--- config.mk ---
export PLATFORM = sky130hd
export DESIGN_NAME = arm_main_fsm
export DESIGN_NICKNAME = d
export VERILOG_FILES = /design/src/rtl/arm_main_fsm.sv
export SDC_FILE = /design/constraint.sdc
export NUM_CORES = 1
export LEC_CHECK = 0
export BUFFER_PORTS_ARGS = -buffer_cell sky130_fd_sc_hd__buf_2
export CAP_MARGIN = 20
export CORE_AREA = 2 2 39 41
export CTS_BUF_LIST = sky130_fd_sc_hd__clkbuf_4
export DETAILED_ROUTE_END_ITERATION = 10
export DIE_AREA = 0 0 41 43
export MAX_ROUTING_LAYER = met4
export PLACE_DENSITY = 0.66
export RECOVER_POWER = 25
export SLEW_MARGIN = 20
export SYNTH_ARGS = -nofsm -noshare
export SYNTH_HDL_FRONTEND = slang
export SYNTH_SLANG_ARGS = --single-unit
--- constraint.sdc ---
create_clock -name clk -period 1.5 [get_ports clk]
set_clock_uncertainty 0.15 [all_clocks]
set_input_delay 0.15 -clock clk [delete_from_list [all_inputs] [get_ports clk]]
set_output_delay 0.15 -clock clk [all_outputs]
set_load 0.02 [all_outputs]
--- src/rtl/arm_main_fsm.sv ---
// Main sequencing FSM of the multicycle ARM core: walks the shared datapath through
// fetch/decode/execute/memory/writeback and stalls on the memory-ready handshake.
module arm_main_fsm #(
    parameter int STATE_W = 4,
    parameter bit WAIT_EN = 1'b1
) (
    input  logic               clk,
    input  logic               reset,
    input  logic [1:0]         Op,
    input  logic [5:0]         Funct,
    input  logic               MemReady,
    output logic               IRWrite,
    output logic               AdrSrc,
    output logic [1:0]         ALUSrcA,
    output logic [1:0]         ALUSrcB,
    output logic               ALUOp,
    output logic [1:0]         ResultSrc,
    output logic               NextPC,
    output logic               RegW,
    output logic               MemW,
    output logic               Branch,
    output logic [STATE_W-1:0] State
);

    localparam logic [3:0] S_FETCH    = 4'd0;
    localparam logic [3:0] S_DECODE   = 4'd1;
    localparam logic [3:0] S_MEMADR   = 4'd2;
    localparam logic [3:0] S_MEMREAD  = 4'd3;
    localparam logic [3:0] S_MEMWB    = 4'd4;
    localparam logic [3:0] S_MEMWRITE = 4'd5;
    localparam logic [3:0] S_EXECUTER = 4'd6;
    localparam logic [3:0] S_EXECUTEI = 4'd7;
    localparam logic [3:0] S_ALUWB    = 4'd8;
    localparam logic [3:0] S_BRANCH   = 4'd9;

    logic [3:0] state_q;
    logic [3:0] state_d;
    logic       mem_ready;

    // With the handshake disabled every access completes in one cycle.
    assign mem_ready = WAIT_EN ? MemReady : 1'b1;

    always_ff @(posedge clk) begin
        if (reset) begin
            state_q <= S_FETCH;
        end else begin
            state_q <= state_d;
        end
    end

    always_comb begin
        state_d = S_FETCH;
        case (state_q)
            S_FETCH:    state_d = mem_ready ? S_DECODE : S_FETCH;
            S_DECODE: begin
                case (Op)
                    2'b00:   state_d = Funct[5] ? S_EXECUTEI : S_EXECUTER;
                    2'b01:   state_d = S_MEMADR;
                    2'b10:   state_d = S_BRANCH;
                    default: state_d = S_FETCH;
                endcase
            end
            S_MEMADR:   state_d = Funct[0] ? S_MEMREAD : S_MEMWRITE;
            S_MEMREAD:  state_d = mem_ready ? S_MEMWB : S_MEMREAD;
            S_MEMWB:    state_d = S_FETCH;
            S_MEMWRITE: state_d = mem_ready ? S_FETCH : S_MEMWRITE;
            S_EXECUTER: state_d = S_ALUWB;
            S_EXECUTEI: state_d = S_ALUWB;
            S_ALUWB:    state_d = S_FETCH;
            S_BRANCH:   state_d = S_FETCH;
            default:    state_d = S_FETCH;
        endcase
    end

    always_comb begin
        IRWrite   = 1'b0;
        AdrSrc    = 1'b0;
        ALUSrcA   = 2'b00;
        ALUSrcB   = 2'b00;
        ALUOp     = 1'b0;
        ResultSrc = 2'b00;
        NextPC    = 1'b0;
        RegW      = 1'b0;
        MemW      = 1'b0;
        Branch    = 1'b0;
        if (reset) begin
            // Strobes stay low; selects present the fetch datapath.
            ALUSrcA   = 2'b01;
            ALUSrcB   = 2'b10;
            ResultSrc = 2'b10;
        end else begin
            case (state_q)
                S_FETCH: begin
                    ALUSrcA   = 2'b01;
                    ALUSrcB   = 2'b10;
                    ResultSrc = 2'b10;
                    IRWrite   = mem_ready;
                    NextPC    = mem_ready;
                end
                S_DECODE: begin
                    ALUSrcA   = 2'b01;
                    ALUSrcB   = 2'b10;
                    ResultSrc = 2'b10;
                end
                S_MEMADR: begin
                    ALUSrcB = 2'b01;
                end
                S_MEMREAD: begin
                    AdrSrc = 1'b1;
                end
                S_MEMWB: begin
                    ResultSrc = 2'b01;
                    RegW      = 1'b1;
                end
                S_MEMWRITE: begin
                    AdrSrc = 1'b1;
                    MemW   = 1'b1;
                end
                S_EXECUTER: begin
                    ALUOp = 1'b1;
                end
                S_EXECUTEI: begin
                    ALUSrcB = 2'b01;
                    ALUOp   = 1'b1;
                end
                S_ALUWB: begin
                    RegW = 1'b1;
                end
                S_BRANCH: begin
                    ALUSrcB   = 2'b01;
                    ResultSrc = 2'b10;
                    Branch    = 1'b1;
                end
                default: begin
                end
            endcase
        end
    end

    assign State = STATE_W'(state_q);

endmodule

# After elaboration in Yosys (flattened, before gate mapping)

Index checks and enable logic that the tools add are counted.

Flip-flop bits (word level): 4
Bits of input ports: 11
Output and inout bits: 17
Logic and storage cells: 45

Equality and inequality tests: 11
Multiplexer cells: 25
Reduce and logical (&&, ||, !) cells: 8

Operators with widths:

| operator             | count |
|---|---|
| $pmux W4 S6          | 1 |
| $eq A4 B3 Y1 const B | 4 |
| $mux W1              | 16 |
| $pmux W4 S3          | 1 |
| $mux W3              | 3 |
| $eq A4 B2 Y1 const B | 2 |
| $eq A4 B4 Y1 const B | 2 |
| $pmux W2 S2          | 2 |
| $reduce_or A2 Y1     | 4 |
| $reduce_or A3 Y1     | 2 |
| $eq A4 B1 Y1 const B | 1 |
| $logic_not A4 Y1     | 1 |
| $mux W2              | 2 |
| $eq A2 B1 Y1 const B | 1 |
| $eq A2 B2 Y1 const B | 1 |
| $logic_not A2 Y1     | 1 |

# Logic depth before layout (Yosys ltp)

Gate-level depths: netlist (run 1).

Depth in word-level cells: 4
Depth in mapped cells: 4
Gate-level depth less buffers: 3

# Worst setup path after synthesis (run 1)

OpenSTA, ideal clock, no wires.

Path type: reg-to-output
Start: reg state_q[2] (netlist: State[2])
End: out RegW
Data arrival time: 1,432 ps
Data required time: 1,200 ps
Setup slack: -232 ps
Cell stages (with the launch flop): 4
Buffers on the path: 1
Cells stage by stage: dfxtp_1 buf_6 xnor2_1 nor4_1

Cells in the longest elaborated chain, start to end: 4
Elaborated cells between the ends (all ways): 5
Classes of those cells: eq/ne (2); mux (2); reduce/logical (1)

Ends and longest elaborated chain:

| element                                      | line | RTL |
|---|---|---|
| start, declared                              | 36   | `logic [3:0] state_q;` |
| start signal, assigned                       | 47   | `state_q <= state_d;` |
| $eq A4 B4 Y1 or $eq A4 B3 Y1 (tied branches) | 92   | `case (state_q)` |
| $reduce_or A2 Y1 (no line) *                 | -    |  |
| $mux W1 *                                    | 92   |  |
| $mux W1 *                                    | 86   | `if (reset) begin` |
| end, declared                                | 19   | `output logic RegW,` |

Every way passes the cells marked *; elsewhere a longest branch is shown, timed or not.

# Worst setup path in the final report (run 1)

Start: reg state_q[0] (netlist: State[0])
End: out ALUSrcB[0]

Cells in the longest elaborated chain, start to end: 4
Elaborated cells between the ends (all ways): 9
Classes of those cells: eq/ne (4); mux (2); reduce/logical (3)

Ends and longest elaborated chain:

| element                                                        | line | RTL |
|---|---|---|
| $eq A4 B4 Y1, or another cell as far along                     | 92   |  |
| $reduce_or A3 Y1 (no line) or $reduce_or A2 Y1 (tied branches) | -    |  |
| $pmux W2 S2 *                                                  | 92   |  |
| $mux W2 *                                                      | 86   |  |
| end, declared                                                  | 15   | `output logic [1:0] ALUSrcB,` |

Marked as above.

==> results of run 1 <==
[synthesized netlist by cell type (2+ instances only)]
cell                       instances
sky130_fd_sc_hd__and3_1            2
sky130_fd_sc_hd__nand2b_1          3
sky130_fd_sc_hd__nor2_1            7
sky130_fd_sc_hd__dfxtp_1           4
sky130_fd_sc_hd__nand2_1           2
sky130_fd_sc_hd__nor3_1            3
sky130_fd_sc_hd__buf_4             3
sky130_fd_sc_hd__nor2b_1           3
sky130_fd_sc_hd__and2b_1           3
sky130_fd_sc_hd__or2b_1            2
sky130_fd_sc_hd__buf_6             2
sky130_fd_sc_hd__o31a_1            2
sky130_fd_sc_hd__or2_2             2
[where the power goes]
part | switching (mW) | total (mW) | internal (mW)
clock network | 0.0384 | 0.128 | 0.0891
registers | 0.0141 | 0.125 | 0.111
logic | 0.0935 | 0.192 | 0.0981
[timing repair]
action                                  in CTS  in global routing
buffers inserted                             6                  1
resized for setup                           18                 12
endpoints found under the setup margin      13                 14
pin swaps                                    1                  6
[metal layers]
layer	GRT usage, %	vias up
met5	-	-
met3	1.571	0
met2	24.69	11
li1	-	265
met4	6.000	0
met1	16.40	241
[layout make-up]
type,instances,area (µm²)
Clock buffer,3,22.52
Fill cell,143,658.1
Multi-Input combinational cell,47,346.6
Sequential cell,4,95.09
Tap cell,16,20.02
Timing Repair Buffer,34,241.5
[worst reg2reg max path: stages, from the launching register on]
cell                        delay [ps]
sky130_fd_sc_hd__dfxtp_4           370
sky130_fd_sc_hd__buf_4             170
sky130_fd_sc_hd__and2b_1           220
sky130_fd_sc_hd__nand2b_1           80
sky130_fd_sc_hd__a2111oi_2         320
[path summary, 6_finish.rpt]
kind	start	endpoint	slack (ps)	cells past startpoint
max	State[0]	ALUSrcB[0]	-9	4
min	reset	State[1]	70	2
max reg2reg	State[1]	State[1]	70	4
min reg2reg	State[3]	State[1]	370	1
[logic make-up (layout without fill, tap and decap cells)]
logic type | count (synthesis) | count (layout)
simple gates | 33 | 33
compound gates | 11 | 11
buf+inv | 6 | 37
flops | 4 | 4
xor+xnor | 2 | 2
other cells | 1 | 1
[through the flow]
| step | setup TNS (ps) | hold WS [ps] | instances | util, % | setup WS, ps |
|---|---|---|---|---|---|
| 2_1_floorplan | 0 | 68.86 | 57 | - | 9.153 |
| 3_3_place_gp | 0 | 292.5 | 94 | 42.04 | 6.045 |
| 3_5_place_dp | -15.00 | 302.6 | 94 | 42.04 | -15.00 |
| 4_1_cts | -45.06 | 55.28 | 103 | 49.73 | -14.18 |
| 5_1_grt | -295.6 | 80.13 | 104 | 52.44 | -80.75 |
| 6_report | -9.037 | 66.00 | 104 | 52.44 | -9.037 |
==> impl_metrics.prom, run 1 <==
# TYPE chip_impl_metric gauge
chip_impl_info{name="outcome",value="finished, violations left"} 1
chip_impl_info{name="violations",value="setup timing"} 1
chip_impl_metric{name="clk_transition_reported_paths",unit="ps"} 40
chip_impl_metric{name="postLayoutCellArea",unit="µm²"} 725.7
chip_impl_metric{name="power.leakage",unit="nW"} 0.3401
chip_impl_metric{name="area_growth",unit="%"} 61.11
chip_impl_metric{name="ff_latch_count_synth",unit=""} 4
chip_impl_metric{name="placed_instance_area",unit="µm²"} 581.8
chip_impl_metric{name="final_min_period_over_clock_period",unit="%"} 100.6
chip_impl_metric{name="synthesis.nets",unit=""} 68
chip_impl_metric{name="fmaxAchievable",unit="MHz"} 662.7
chip_impl_metric{name="post_synthesis_xor_xnor_area_fraction",unit="%"} 3.889
chip_impl_info{name="min_path_type",value="primary input to flop"} 1
chip_impl_metric{name="dr_wl_met3",unit="µm"} 41
chip_impl_metric{name="synthSimpleGateAreaFrac",unit="%"} 45.56
chip_impl_metric{name="hold_viol",unit=""} 0
chip_impl_metric{name="slew_violations",unit=""} 0
chip_impl_metric{name="async_reset_ff_share",unit="%"} 0
chip_impl_metric{name="timing.final.crit_period",unit="ps"} 1509
chip_impl_metric{name="clockBufferDepth",unit=""} 2
chip_impl_metric{name="yosys_warnings",unit=""} 0
chip_impl_metric{name="place.detailed.hpwl",unit="µm"} 815.4
chip_impl_metric{name="synth.cell_area",unit="µm²"} 450.4
chip_impl_metric{name="remaining_drc_errors",unit=""} 0
chip_impl_metric{name="synth-compound-area-share",unit="%"} 20.83
chip_impl_metric{name="synth_enable_flop_cells",unit=""} 0
chip_impl_info{name="cp_capture_type",value="output pin"} 1
chip_impl_metric{name="clk-insertion-delay-late",unit="ps"} 230
chip_impl_info{name="crit_type",value="flop to output pin"} 1
chip_impl_metric{name="postRouteWirelength",unit="mm"} 1.209
chip_impl_metric{name="wl_per_cell",unit="µm"} 11.63
chip_impl_info{name="layout_common_cells",value="sky130_fd_sc_hd__buf_2, sky130_fd_sc_hd__buf_4, sky130_fd_sc_hd__buf_6, sky130_fd_sc_hd__nor2_1, sky130_fd_sc_hd__dfxtp_4"} 1
chip_impl_info{name="highest_layer",value="met3"} 1
chip_impl_metric{name="antenna_found_initial",unit=""} 0
chip_impl_metric{name="yosys-mux-area-fraction",unit="%"} 0
chip_impl_metric{name="worst-endpoint-arrival",unit="ps"} 1210
chip_impl_metric{name="global_route.overflow_total",unit=""} 0
chip_impl_metric{name="nets",unit=""} 101
chip_impl_info{name="ys.flop_type",value="sky130_fd_sc_hd__dfxtp_1"} 1
chip_impl_metric{name="routed-wl-met2",unit="µm"} 643
chip_impl_metric{name="postRouteAntennaNets",unit=""} 0
chip_impl_metric{name="core",unit="mm²"} 0.001384
chip_impl_info{name="tritoncts",value="yes"} 1
chip_impl_metric{name="cts.hold.buffers_added",unit=""} 0
chip_impl_metric{name="grt_first_pass_wirelength",unit="mm"} 1.766
chip_impl_metric{name="finalWeightedCongestion",unit=""} 0.7750
chip_impl_metric{name="global_route.usage.total",unit="%"} 14.61
chip_impl_info{name="main_combinational_cell_family_by_area_after_synthesis",value="simple AND/OR/NAND/NOR gates"} 1
chip_impl_metric{name="1st_iter_drt_viols",unit=""} 6
chip_impl_metric{name="via_count_of_the_first_global_routing_pass",unit=""} 446
chip_impl_info{name="setup.worst_path.start_class",value="flop"} 1
chip_impl_metric{name="crit_path_max_fanout",unit=""} 6
chip_impl_metric{name="number_of_instances_in_the_synthesized_netlist",unit=""} 57
chip_impl_metric{name="power_density",unit="mW/mm²"} 612.4
chip_impl_metric{name="max-vdd-ir-drop",unit="µV"} 375.1
chip_impl_metric{name="yosys.area.top_type_share",unit="%"} 17.78
chip_impl_metric{name="slack_of_the_critical_path",unit="ps"} -9.037
chip_impl_metric{name="synth.yosys.seq_area_share",unit="%"} 17.78
chip_impl_metric{name="post_synth_fa_ha_maj_area_fraction",unit="%"} 0
chip_impl_info{name="cts.root.buffer_cell",value="sky130_fd_sc_hd__clkbuf_4"} 1
chip_impl_metric{name="share_of_cells_above_drive_strength_1",unit="%"} 56.82
chip_impl_metric{name="vias_cell",unit=""} 4.971
chip_impl_metric{name="routed-via-count",unit=""} 517
chip_impl_metric{name="tritoncts.num_buffers",unit=""} 3
chip_impl_metric{name="post-layout-total-power",unit="µW"} 444.4
chip_impl_metric{name="die_h",unit="µm"} 43
chip_impl_info{name="critical_path.slowest_cell",value="sky130_fd_sc_hd__dfxtp_4"} 1
chip_impl_metric{name="die-area",unit="mm²"} 0.001763
chip_impl_metric{name="report.final.setup_viol",unit=""} 1
chip_impl_metric{name="timing.critical_path.buf_inv",unit=""} 1
chip_impl_metric{name="grt_max_degree",unit=""} 11
chip_impl_metric{name="floorplan.io_pins",unit=""} 28
chip_impl_metric{name="routedLengthMet1",unit="µm"} 524
chip_impl_metric{name="die-width",unit="µm"} 41
chip_impl_metric{name="initial_utilization",unit="%"} 32.55
chip_impl_metric{name="count_of_input_and_output_buffers",unit=""} 22
chip_impl_metric{name="cts.sink_count",unit=""} 4
chip_impl_info{name="rsz0062_at_grt",value="yes"} 1
chip_impl_metric{name="post_synthesis_area_per_instance",unit="µm²"} 7.902
chip_impl_info{name="critPathTopFamily",value="flip-flops"} 1
chip_impl_metric{name="cts_max_level",unit=""} 1
chip_impl_metric{name="cpPeakStageDelay",unit="ps"} 370
chip_impl_info{name="critical_path.cell_chain",value="or2b_1 > a31oi_1 > nor2_1 > buf_4"} 1
chip_impl_metric{name="largest_register_ffs",unit=""} 4
chip_impl_metric{name="required",unit="ps"} 1200
chip_impl_info{name="synth.area.top_cells",value="sky130_fd_sc_hd__dfxtp_1, sky130_fd_sc_hd__nor2_1, sky130_fd_sc_hd__and2b_1"} 1
chip_impl_metric{name="n_antenna_cell",unit=""} 0
chip_impl_metric{name="cap_viol_max_count",unit=""} 0
chip_impl_info{name="synth_top_area_cell",value="sky130_fd_sc_hd__dfxtp_1"} 1
chip_impl_metric{name="rows",unit=""} 14
chip_impl_info{name="most_common_cell_after_layout_fill_and_taps_aside",value="sky130_fd_sc_hd__buf_2"} 1
chip_impl_metric{name="first_pass_iters",unit=""} 2
chip_impl_metric{name="synthDistinctLibCells",unit=""} 32
(Power assumes the default switching activity.)
==> run 2, diff against run 1 <==
SETUP_SLACK_MARGIN = 0.05   (was unset)
SLEW_MARGIN = 25   (was 20)
==> impl_metrics.prom, run 2 (synthesized netlist as in run 1, its figures left out) <==
# TYPE chip_impl_metric gauge
chip_impl_metric{name="clk_transition_reported_paths",unit="ps"} 40
chip_impl_metric{name="slew_violations",unit=""} 0
chip_impl_metric{name="cap_viol_max_count",unit=""} 0
chip_impl_metric{name="via_count_of_the_first_global_routing_pass",unit=""} 515
chip_impl_metric{name="rows",unit=""} 14
chip_impl_metric{name="hold_viol",unit=""} 0
chip_impl_metric{name="vias_cell",unit=""} 4.991
chip_impl_metric{name="timing.critical_path.buf_inv",unit=""} 2
chip_impl_metric{name="postRouteAntennaNets",unit=""} 0
chip_impl_metric{name="remaining_drc_errors",unit=""} 0
chip_impl_metric{name="fmaxAchievable",unit="MHz"} 653.8
chip_impl_info{name="critical_path.cell_chain",value="buf_6 > nand2b_1 > a31oi_1 > nor2_2 > buf_6"} 1
chip_impl_metric{name="power_density",unit="mW/mm²"} 589.9
chip_impl_metric{name="clockBufferDepth",unit=""} 2
chip_impl_metric{name="die_h",unit="µm"} 43
chip_impl_info{name="critPathTopFamily",value="flip-flops"} 1
chip_impl_metric{name="grt_first_pass_wirelength",unit="mm"} 2.007
chip_impl_metric{name="power.share.clock",unit="%"} 28.4
chip_impl_metric{name="final-seq-area",unit="µm²"} 95.09
chip_impl_metric{name="share_of_cells_above_drive_strength_1",unit="%"} 62.64
chip_impl_info{name="crit_type",value="flop to output pin"} 1
chip_impl_metric{name="cts_max_level",unit=""} 1
chip_impl_metric{name="1st_iter_drt_viols",unit=""} 3
chip_impl_metric{name="largest_register_ffs",unit=""} 4
chip_impl_info{name="tritoncts",value="yes"} 1
chip_impl_metric{name="place.detailed.hpwl",unit="µm"} 766.9
chip_impl_metric{name="seqPwrFrac",unit="%"} 27.2
chip_impl_metric{name="die-area",unit="mm²"} 0.001763
chip_impl_metric{name="postRouteWirelength",unit="mm"} 1.297
chip_impl_metric{name="initial_utilization",unit="%"} 32.55
chip_impl_metric{name="global_route.usage.total",unit="%"} 16.46
chip_impl_metric{name="nets",unit=""} 104
chip_impl_info{name="min_path_type",value="primary input to flop"} 1
chip_impl_info{name="rsz0062_at_grt",value="yes"} 1
chip_impl_info{name="cts.root.buffer_cell",value="sky130_fd_sc_hd__clkbuf_4"} 1
chip_impl_metric{name="power.net_switching",unit="µW"} 153.3
chip_impl_metric{name="switching_share_of_total_power",unit="%"} 33.02
chip_impl_info{name="critical_path.slowest_cell",value="sky130_fd_sc_hd__dfxtp_4"} 1
chip_impl_info{name="cp_common_cell",value="sky130_fd_sc_hd__buf_6"} 1
chip_impl_metric{name="floorplan.io_pins",unit=""} 28
chip_impl_metric{name="power.leakage",unit="nW"} 0.3722
chip_impl_metric{name="required",unit="ps"} 1200
chip_impl_metric{name="crit_path_max_fanout",unit=""} 6
chip_impl_metric{name="global_route.overflow_total",unit=""} 0
chip_impl_metric{name="placed_instance_area",unit="µm²"} 566.8
chip_impl_metric{name="final_min_period_over_clock_period",unit="%"} 102.0
chip_impl_metric{name="postLayoutCellArea",unit="µm²"} 787.0
chip_impl_info{name="cp_capture_type",value="output pin"} 1
chip_impl_metric{name="routed-via-count",unit=""} 534
chip_impl_metric{name="max-vdd-ir-drop",unit="µV"} 323.1
chip_impl_metric{name="count_of_input_and_output_buffers",unit=""} 22
chip_impl_metric{name="wl_per_cell",unit="µm"} 12.12
chip_impl_metric{name="die-width",unit="µm"} 41
chip_impl_metric{name="cts.hold.buffers_added",unit=""} 0
chip_impl_metric{name="grt_max_degree",unit=""} 14
chip_impl_metric{name="area_of_combinational_cells_with_multiple_inputs",unit="µm²"} 354.1
chip_impl_metric{name="post-layout-total-power",unit="µW"} 464.3
chip_impl_metric{name="antenna_found_initial",unit=""} 0
chip_impl_metric{name="comb_power_share",unit="%"} 44.4
chip_impl_metric{name="area_growth",unit="%"} 74.72
chip_impl_metric{name="finalWeightedCongestion",unit=""} 0.7090
chip_impl_info{name="outcome",value="finished, violations left"} 1
chip_impl_metric{name="clk-insertion-delay-late",unit="ps"} 230
chip_impl_metric{name="first_pass_iters",unit=""} 3
chip_impl_metric{name="timing.final.crit_period",unit="ps"} 1529
chip_impl_metric{name="slack_of_the_critical_path",unit="ps"} -29.48
chip_impl_info{name="layout_common_cells",value="sky130_fd_sc_hd__buf_6, sky130_fd_sc_hd__buf_4, sky130_fd_sc_hd__buf_2, sky130_fd_sc_hd__dfxtp_4, sky130_fd_sc_hd__nor2_1"} 1
chip_impl_metric{name="core",unit="mm²"} 0.001384
chip_impl_metric{name="report.final.setup_viol",unit=""} 1
chip_impl_info{name="most_common_cell_after_layout_fill_and_taps_aside",value="sky130_fd_sc_hd__buf_6"} 1
chip_impl_info{name="setup.worst_path.start_class",value="flop"} 1
chip_impl_metric{name="internal_power_component",unit="µW"} 311.0
chip_impl_info{name="violations",value="setup timing"} 1
chip_impl_metric{name="preCtsSetupSlack",unit="ps"} 97.47
chip_impl_metric{name="num-fill-cells",unit=""} 120
chip_impl_metric{name="worst-endpoint-arrival",unit="ps"} 1230
chip_impl_metric{name="cpPeakStageDelay",unit="ps"} 350
chip_impl_metric{name="n_antenna_cell",unit=""} 0
chip_impl_metric{name="cts.sink_count",unit=""} 4
chip_impl_metric{name="tritoncts.num_buffers",unit=""} 3
-- run 2: layer usage --
layer / vias up / share of wire [%] / global-route usage, %
met2: 12 / 58 / 29.38
met1: 254 / 39 / 17.36
met3: 0 / 2.7 / 0
met4: 0 / 0 / 8.000
met5: - / 0 / -
li1: 268 / - / -
-- run 2: path summary, 6_finish.rpt --
kind	startpoint	to	slack, ps	depth (start not counted)
worst min-delay path	reset	State[1]	90	2
worst max-delay path	State[0]	ALUSrcB[0]	-30	5
worst min register to register	State[3]	State[1]	390	1
worst max register to register	State[0]	State[0]	100	5
-- run 2: worst reg2reg max path, cell delays in order, from the launching register on --
cell	delay [ps]
sky130_fd_sc_hd__dfxtp_4	350
sky130_fd_sc_hd__buf_6	120
sky130_fd_sc_hd__buf_4	130
sky130_fd_sc_hd__and2b_1	170
sky130_fd_sc_hd__o211a_1	130
sky130_fd_sc_hd__o31a_1	230
-- run 2: repair_timing --
action,CTS,global route
endpoints found under the setup margin,12,15
buffers inserted,12,1
pin swaps,4,4
hold endpoints to repair,0,0
gates resized for setup,27,6
-- run 2: cell type report --
class | instances | area share (%)
repair buffers | 37 | 37.52
flip-flops and latches | 4 | 12.08
well taps | 16 | 2.544
multi-input cells | 47 | 44.99
clock buffers | 3 | 2.862
-- run 2: metrics by stage --
| step | utilization, % | std cells | setup TNS, ps | hold slack (ps) |
|---|---|---|---|---|
| floorplan | - | 57 | 0 | 61.45 |
| global placement | 40.96 | 91 | 0 | 298.4 |
| detailed placement | 40.96 | 91 | 0 | 307.8 |
| CTS | 54.88 | 106 | -30.18 | 62.18 |
| global route | 56.87 | 107 | -307.7 | 89.07 |
| finish | 56.87 | 107 | -29.48 | 85.27 |
-- run 2: power by group through the flow --
| stage | sequential (mW) | clock [mW] | combinational [mW] |
|---|---|---|---|
| finish | 0.126 | 0.132 | 0.206 |
| global route | 0.129 | 0.139 | 0.223 |
| CTS | 0.125 | 0.137 | 0.193 |
| detailed placement | 0.138 | 0 | 0.129 |
| global placement | 0.138 | 0 | 0.127 |
| floorplan | 0.132 | 0 | 0.105 |
